File: src/rtl/mem_access.sv
// Data-memory access stage: turns a load/store in the EX/MEM slot into one bus
// transaction, aligns store data/byte mask, extracts and extends load data.
// Ports: i_clk/i_rst_n; pipeline slot in (i_valid, i_mem_read/write, i_funct3,
//   i_alu_result, i_rs2_data); bus out (o_dmem_req/addr/wen/mask/wdata) and in
//   (i_dmem_ready/rvalid/rdata); o_stall to upstream; completion o_done,
//   o_load_data, o_mem_byte_offset, o_bus_err, o_misalign.
// Latency: accept cycle + REQ cycles until ready (+ WAIT until rvalid) + 1 DONE.
// Optional feature: define MEM_ACCESS_MISALIGN_TRAP_EN to complete misaligned
//   halfword/word accesses locally with o_misalign=1 instead of issuing them.
module mem_access #(
  parameter int unsigned TIMEOUT_CYCLES = 255
) (
  input  logic        i_clk,
  input  logic        i_rst_n,
  input  logic        i_valid,
  input  logic        i_mem_read,
  input  logic        i_mem_write,
  input  logic [2:0]  i_funct3,
  input  logic [31:0] i_alu_result,
  input  logic [31:0] i_rs2_data,
  output logic        o_dmem_req,
  output logic [31:0] o_dmem_addr,
  output logic        o_dmem_wen,
  output logic [3:0]  o_dmem_mask,
  output logic [31:0] o_dmem_wdata,
  input  logic        i_dmem_ready,
  input  logic        i_dmem_rvalid,
  input  logic [31:0] i_dmem_rdata,
  output logic        o_stall,
  output logic        o_done,
  output logic [31:0] o_load_data,
  output logic [1:0]  o_mem_byte_offset,
  output logic        o_bus_err,
  output logic        o_misalign
);

  typedef enum logic [1:0] {IDLE, REQ, WAIT, DONE} state_t;

  // Last counter value at which the access is still allowed to complete.
  localparam logic [7:0] TMO_LAST = 8'(TIMEOUT_CYCLES - 1);

  state_t      state, state_nxt;
  logic [31:0] addr_q, data_q, load_data_q;
  logic [2:0]  f3_q;
  logic        wr_q, bus_err_q;
  logic [7:0]  cnt_q;
  logic        start, trap, tmo;
  logic        fin_rd, fin_wr, fin_err;

  // funct3[1:0]: 00 byte, 01 halfword, 1x word (011/110/111 behave as LW).
  function automatic logic [3:0] lane_mask(input logic [1:0] sz, input logic [1:0] off);
    case (sz)
      2'b00:   lane_mask = 4'b0001 << off;
      2'b01:   lane_mask = 4'b0011 << {off[1], 1'b0};
      default: lane_mask = 4'b1111;
    endcase
  endfunction

  function automatic logic [31:0] store_data(input logic [1:0] sz, input logic [31:0] d);
    case (sz)
      2'b00:   store_data = {4{d[7:0]}};
      2'b01:   store_data = {2{d[15:0]}};
      default: store_data = d;
    endcase
  endfunction

  function automatic logic [31:0] load_extend(input logic [1:0] sz, input logic uns,
                                              input logic [1:0] off, input logic [31:0] r);
    logic [7:0]  b;
    logic [15:0] h;
    case (off)
      2'd0:    b = r[7:0];
      2'd1:    b = r[15:8];
      2'd2:    b = r[23:16];
      default: b = r[31:24];
    endcase
    h = off[1] ? r[31:16] : r[15:0];
    case (sz)
      2'b00:   load_extend = uns ? {24'd0, b} : {{24{b[7]}}, b};
      2'b01:   load_extend = uns ? {16'd0, h} : {{16{h[15]}}, h};
      default: load_extend = r;
    endcase
  endfunction

  // Reset gates the combinational stall so every output reads 0 while held.
  assign start = i_rst_n & i_valid & (i_mem_read | i_mem_write) & (state == IDLE);
  assign tmo   = (cnt_q == TMO_LAST);

`ifdef MEM_ACCESS_MISALIGN_TRAP_EN
  logic misalign_q;
  assign trap = start & (((i_funct3[1:0] == 2'b01) & i_alu_result[0]) |
                         (i_funct3[1] & (|i_alu_result[1:0])));

  always_ff @(posedge i_clk or negedge i_rst_n) begin
    if (!i_rst_n)                        misalign_q <= 1'b0;
    else if (trap)                       misalign_q <= 1'b1;
    else if (fin_rd | fin_wr | fin_err)  misalign_q <= 1'b0;
  end
  assign o_misalign = misalign_q;
`else
  assign trap       = 1'b0;
  assign o_misalign = 1'b0;
`endif

  always_comb begin
    state_nxt = state;
    fin_rd    = 1'b0;
    fin_wr    = 1'b0;
    fin_err   = 1'b0;
    case (state)
      IDLE: begin
        if (trap)       state_nxt = DONE;
        else if (start) state_nxt = REQ;
      end
      REQ: begin
        if (i_dmem_ready) begin
          if (wr_q) begin
            fin_wr    = 1'b1;
            state_nxt = DONE;
          end else if (i_dmem_rvalid) begin
            fin_rd    = 1'b1;
            state_nxt = DONE;
          end else begin
            state_nxt = WAIT;
          end
        end else if (tmo) begin
          fin_err   = 1'b1;
          state_nxt = DONE;
        end
      end
      WAIT: begin
        if (i_dmem_rvalid) begin
          fin_rd    = 1'b1;
          state_nxt = DONE;
        end else if (tmo) begin
          fin_err   = 1'b1;
          state_nxt = DONE;
        end
      end
      default: state_nxt = IDLE;
    endcase
  end

  always_ff @(posedge i_clk or negedge i_rst_n) begin
    if (!i_rst_n) begin
      state       <= IDLE;
      addr_q      <= '0;
      data_q      <= '0;
      f3_q        <= '0;
      wr_q        <= 1'b0;
      cnt_q       <= '0;
      load_data_q <= '0;
      bus_err_q   <= 1'b0;
    end else begin
      state <= state_nxt;
      if (start) begin
        addr_q <= i_alu_result;
        data_q <= i_rs2_data;
        f3_q   <= i_funct3;
        wr_q   <= i_mem_write;
        cnt_q  <= '0;
      end else if (state == REQ || state == WAIT) begin
        cnt_q <= cnt_q + 8'd1;
      end
      // Completion results persist until the next completion of any kind.
      if (fin_rd | fin_wr | fin_err | trap) begin
        load_data_q <= fin_rd ? load_extend(f3_q[1:0], f3_q[2], addr_q[1:0], i_dmem_rdata)
                              : 32'd0;
        bus_err_q   <= fin_err;
      end
    end
  end

  assign o_dmem_req        = (state == REQ);
  assign o_dmem_addr       = o_dmem_req ? {addr_q[31:2], 2'b00} : 32'd0;
  assign o_dmem_wen        = o_dmem_req & wr_q;
  assign o_dmem_mask       = o_dmem_req ? lane_mask(f3_q[1:0], addr_q[1:0]) : 4'd0;
  assign o_dmem_wdata      = o_dmem_wen ? store_data(f3_q[1:0], data_q) : 32'd0;
  assign o_stall           = start | (state == REQ) | (state == WAIT);
  assign o_done            = (state == DONE);
  assign o_load_data       = load_data_q;
  assign o_mem_byte_offset = addr_q[1:0];
  assign o_bus_err         = bus_err_q;

endmodule

File: config.mk
export PLATFORM = sky130hd
export DESIGN_NAME = mem_access
export DESIGN_NICKNAME = d
export VERILOG_FILES = /design/src/rtl/mem_access.sv
export SDC_FILE = /design/constraint.sdc
export NUM_CORES = 1
export LEC_CHECK = 0
export ABC_AREA = 0
export CAP_MARGIN = 0
export CORE_MARGIN = 8
export CORE_UTILIZATION = 49
export DETAILED_ROUTE_END_ITERATION = 7
export PLACE_DENSITY = 0.92
export SKIP_CTS_REPAIR_TIMING = 1
export SLEW_MARGIN = 10
export SYNTH_ARGS = -nofsm -noshare
export SYNTH_HDL_FRONTEND = slang
export SYNTH_SLANG_ARGS = --single-unit
File: constraint.sdc
create_clock -name i_clk -period 4.65 [get_ports i_clk]
set_clock_uncertainty 0.15 [all_clocks]
set_input_delay 0.93 -clock i_clk [delete_from_list [all_inputs] [get_ports i_clk]]
set_output_delay 0.93 -clock i_clk [all_outputs]
set_load 0.05 [all_outputs]
# Word level (Yosys, flattened, before mapping)
# Index checks and enable logic that the tools add are counted.
dict set report totals {
  latch_bits 0
  n_memories 0
  reg_bits 111
  wordCells 64
  ramBits 0
  rom_bits 0
}
dict set report classes {
  n_mul 0
  reduce_logical 5
  bitwise 9
  div 0
  n_eq_ne 8
  shifts 2
  mux 31
  magnitude_cmp 0
  add_sub_neg 1
}
# cell count
set ops {}
lappend ops {{$mux W32} 5}
lappend ops {{$pmux W32 S2} 2}
lappend ops {{$pmux W8 S3} 1}
lappend ops {{$mux W16} 1}
lappend ops {{$mux W8} 2}
lappend ops {{$mux W1} 11}
lappend ops {{$add A8 B1 Y8 const B} 1}
lappend ops {{$eq A8 B8 Y1 const B} 1}
lappend ops {{$mux W2} 4}
lappend ops {{$pmux W4 S2} 1}
lappend ops {{$eq A2 B1 Y1 const B} 3}
lappend ops {{$eq A2 B2 Y1 const B} 3}
lappend ops {{$logic_not A2 Y1} 3}
lappend ops {{$pmux W2 S3} 1}
lappend ops {{$or A1 B1 Y1} 5}
lappend ops {{$and A1 B1 Y1} 4}
lappend ops {{$mux W4} 1}
lappend ops {{$pmux W1 S2} 2}
lappend ops {{$shl A1 B2 Y4 const A} 1}
lappend ops {{$shl A2 B2 Y4 const A} 1}
lappend ops {{$ne A2 B2 Y1 const B} 1}
lappend ops {{$reduce_bool A2 Y1} 1}
lappend ops {{$logic_or A1 B1 Y1} 1}

# Logic depth before layout (Yosys ltp)
dict set report depth {
  depth_word 6
  ltp_mapped 9
  mapped_depth_nobuf 6
}

# Worst setup path before layout
# No wires, ideal clock.
dict set report synth_timing {
  kind {register -> output}
  startpoint {reg state[1]}
  endpoint {out o_dmem_mask[3]}
  slack_ns 0.904
  path_stages_with_launch 6
  t_arrival_ns 2.666
  path_cell_list {dfrtp_1 inv_1 ha_1 clkbuf_1 clkbuf_1 a21boi_0}
}
dict set report synth_via {
  elab_chain_cells 2
}
# element line_no
set synth_rtl {}
lappend synth_rtl {{start: declaration} 42} ;# state_t state, state_nxt;
lappend synth_rtl {{start signal: assignment} 155} ;# state <= state_nxt;
lappend synth_rtl {{$eq A2 B1 Y1} 174} ;# assign o_dmem_req = (state == REQ);
lappend synth_rtl {{net o_dmem_req} 21} ;# output logic o_dmem_req,
lappend synth_rtl {{$mux W4} 177} ;# assign o_dmem_mask = o_dmem_req ? lane_mask(f3_q[1:0], addr_q[1:0]) : 4'd0;
lappend synth_rtl {{end: declaration} 24} ;# output logic [3:0] o_dmem_mask,
# The timed path passes the listed nets, and every way through them passes these cells.

# Worst setup path in the final report
dict set report layout_timing {
  startpoint {reg state[1]}
  endpoint {out o_dmem_wdata[15]}
}
dict set report layout_via {
  elab_chain_cells 3
}
# element line_no
set layout_rtl {}
lappend layout_rtl {{$eq A2 B1 Y1} 174}
lappend layout_rtl {{$and A1 B1 Y1} 176} ;# assign o_dmem_wen = o_dmem_req & wr_q;
lappend layout_rtl {{$mux W32} 178} ;# assign o_dmem_wdata = o_dmem_wen ? store_data(f3_q[1:0], data_q) : 32'd0;
lappend layout_rtl {{end: declaration} 25} ;# output logic [31:0] o_dmem_wdata,
# Every way passes these cells.

==> qor.txt <==
Clk_lat worst skew -> 0.35 ns
Post-Route Utilization -> 0.6974
Clock tree from TritonCTS -> done
Fmax -> 0.2582 GHz
Syn Std Cell Area -> 5929 um2
Vias in the first global route -> 5,426
Worst-path clk slew -> 0.07 ns
Placeable Area -> 11,910 um2
Antenna viol nets, final -> 0
RSZ-0062 raised after global routing -> false
Most common cell after layout, fill and taps aside -> clkdlybuf4s50_1
Outcome -> finished, final reports clean
Crit path required time -> 3.57 ns
Largest net degree at the start of global routing -> 79
First-pass GRT wire length -> 29.81 mm
Initial antenna violation count -> 0
Routed wire length -> 18.78 mm
Most frequent CP cell -> buf_4
FP Rows -> 40
Post-synthesis sequential area ratio -> 0.4685
Final Setup Violations -> 0
Max-Cap Viols -> 0
Mapped Cells -> 533
Final Critical Period -> 3.873 ns
Vias/cell -> 5.854
Initial Utilization -> 0.4978
# DRC -> 0
WL/cell -> 21.64 um
Clock Path Buffers -> 2
Yosys warning count -> 0
Total Routing Usage GR -> 0.2343
DR pass1 iterations -> 5
Slew Viols, Final -> 0
Maximum vdd drop -> 0.0004326 V
Detail Placement HPWL -> 13.63 mm
Worst Path Arrival -> 2.79 ns
Fin crit share -> 0.8329
FFs w/ async S/R, synth -> 1.000
Most used flip-flop cell after synthesis -> dfrtp_1
Total power -> 5.681 mW
Fin. Hold Viols -> 0
CP Class -> flip-flop to output port
Critical Path Fanout Max -> 45
H-tree Lvls -> 3
Die area -> 15,880 um2
Total CTS buffers -> 9
Area of the multi-input gates -> 2839 um2
Pwr per Cell Area -> 683.9 nW/um2
Most frequent cells in the layout -> clkdlybuf4s50_1, dfrtp_1, mux2_1
Worst rel slew slack -> 0.1880
P&R area growth vs syn -> 40.09%
Register area -> 2779 um2
Nets -> 829
Yosys cell types -> 51
Die Height -> 126.0 um
# IOs -> 214
Synth Register Bits -> 111
EDFF count, synth -> 0
Clock Tree Root -> clkbuf_16
Initial DRC Count -> 519
Diodes inserted -> 0
Worst hold slack -> 0.3338 ns
Share of cells above drive strength 1 -> 0.09015
Sink Count -> 111
Startpoint types -> flip-flop
Post-Route Setup TNS -> 0 ns
Leakage -> 3.630 nW
Chip Width -> 126.0 um
Total number of vias -> 5,081
Count of buffers from port buffering -> 210
CP Capture Type -> output port
Largest stage delay on the critical path -> 0.60 ns
Worst slew pin tran -> 1.218 ns
Grt ovf -> 0
Hold crit path type -> flip-flop to flip-flop
Routability Congestion -> 0.8646
Fillers -> 813
CP Cell Sequence -> inv_1, ha_1, buf_4, nand2_1, a21oi_1, buf_4
Syn avg cell area -> 11.12 um2
Slowest cell on crit path -> nand2_1
-- layout make-up --
type                       instances  area share
multi-input combinational        356      0.3418
timing repair buffer             216      0.2564
tap                              147     0.02214
sequential                       111      0.3345
clock buffer                      10     0.02756
inverter                          23     0.01039
clock inverter                     5    0.007230
-- registers in the layout, indices dropped and copies added, names as in the netlist --
register	cells
o_bus_err	1
data_q	32
state	2
wr_q	1
addr_q	32
f3_q	3
o_load_data	32
cnt_q	8
-- path summary, 6_finish.rpt --
path | startpoint | endpoint | slack (ns) | depth (start not counted)
max in group asynchronous | i_rst_n | f3_q[1]$_DFFE_PN0P_ | 2.58 | 2
worst min-delay path | addr_q[23]$_DFFE_PN0P_ | addr_q[23]$_DFFE_PN0P_ | 0.33 | 1
min in group asynchronous | i_rst_n | data_q[16]$_DFFE_PN0P_ | 0.42 | 1
worst max-delay path | state[1]$_DFFE_PN0P_ | o_dmem_wdata[15] | 0.78 | 6
worst min register to register | addr_q[23]$_DFFE_PN0P_ | addr_q[23]$_DFFE_PN0P_ | 0.33 | 1
worst max register to register | state[0]$_DFFE_PN0P_ | o_load_data[23]$_DFFE_PN0P_ | 1.68 | 6
-- worst max-delay path: cells and delay by family, from the launching register on --
kind            cells  cell delay (ns)
compound gates      1             0.42
fa+ha+maj           1             0.22
buf+inv             3             0.74
flops               1             0.43
simple gates        1             0.60
-- cells in the mapped netlist, drive strengths merged, types with 9 or more instances --
master | count | area (um2)
a21oi | 21 | 105.1
a221o | 23 | 230.2
a221oi | 10 | 93.84
and2 | 32 | 200.2
and3 | 9 | 56.30
buf | 27 | 168.9
clkbuf | 18 | 67.56
dfrtp | 111 | 2778
inv | 23 | 86.33
mux2 | 76 | 859.6
mux2i | 17 | 170.2
nand2 | 33 | 123.9
nor2 | 47 | 176.4
-- cells by family (layout without fill, tap and decap cells) --
| logic type | Yosys count | count (layout) | share of synthesized area |
|---|---|---|---|
| AOI/OAI and AO/OA | 98 | 98 | 0.1348 |
| xor gates and xnor gates | 5 | 5 | 0.007385 |
| adders and majority gates | 6 | 6 | 0.01266 |
| buffers and inverters | 68 | 254 | 0.05444 |
| DFF | 111 | 111 | 0.4685 |
| muxes | 100 | 100 | 0.2003 |
| other | 1 | 3 | 0.0006324 |
| and+or+nand+nor | 144 | 144 | 0.1213 |
-- power by group --
| part | switching (mW) | total (mW) | internal (mW) |
|---|---|---|---|
| clock network | 0.359 | 0.776 | 0.417 |
| registers | 0.374 | 1.77 | 1.39 |
| logic | 1.94 | 3.14 | 1.20 |
| total | 2.68 | 5.68 | 3.01 |
-- metal layers --
metal | global-route usage | wire length (um) | vias to the layer above
met5 | 0 | 0 | -
met4 | 0.09483 | 487 | 0
met3 | 0.1008 | 2176 | 33
met2 | 0.3769 | 8719 | 255
met1 | 0.2698 | 7400 | 2543
li1 | - | - | 2250
-- stage by stage --
step                      setup WS, ns  instances  cell area, um2
after floorplan                 0.9037        535            5937
after global placement           1.299        853            8018
after detailed placement         1.188        853            8018
after CTS                       0.7671        868            8307
after global routing            0.6021        868            8307
final                           0.7771        868            8307
Note: power is estimated with default switching activity, not from simulation.
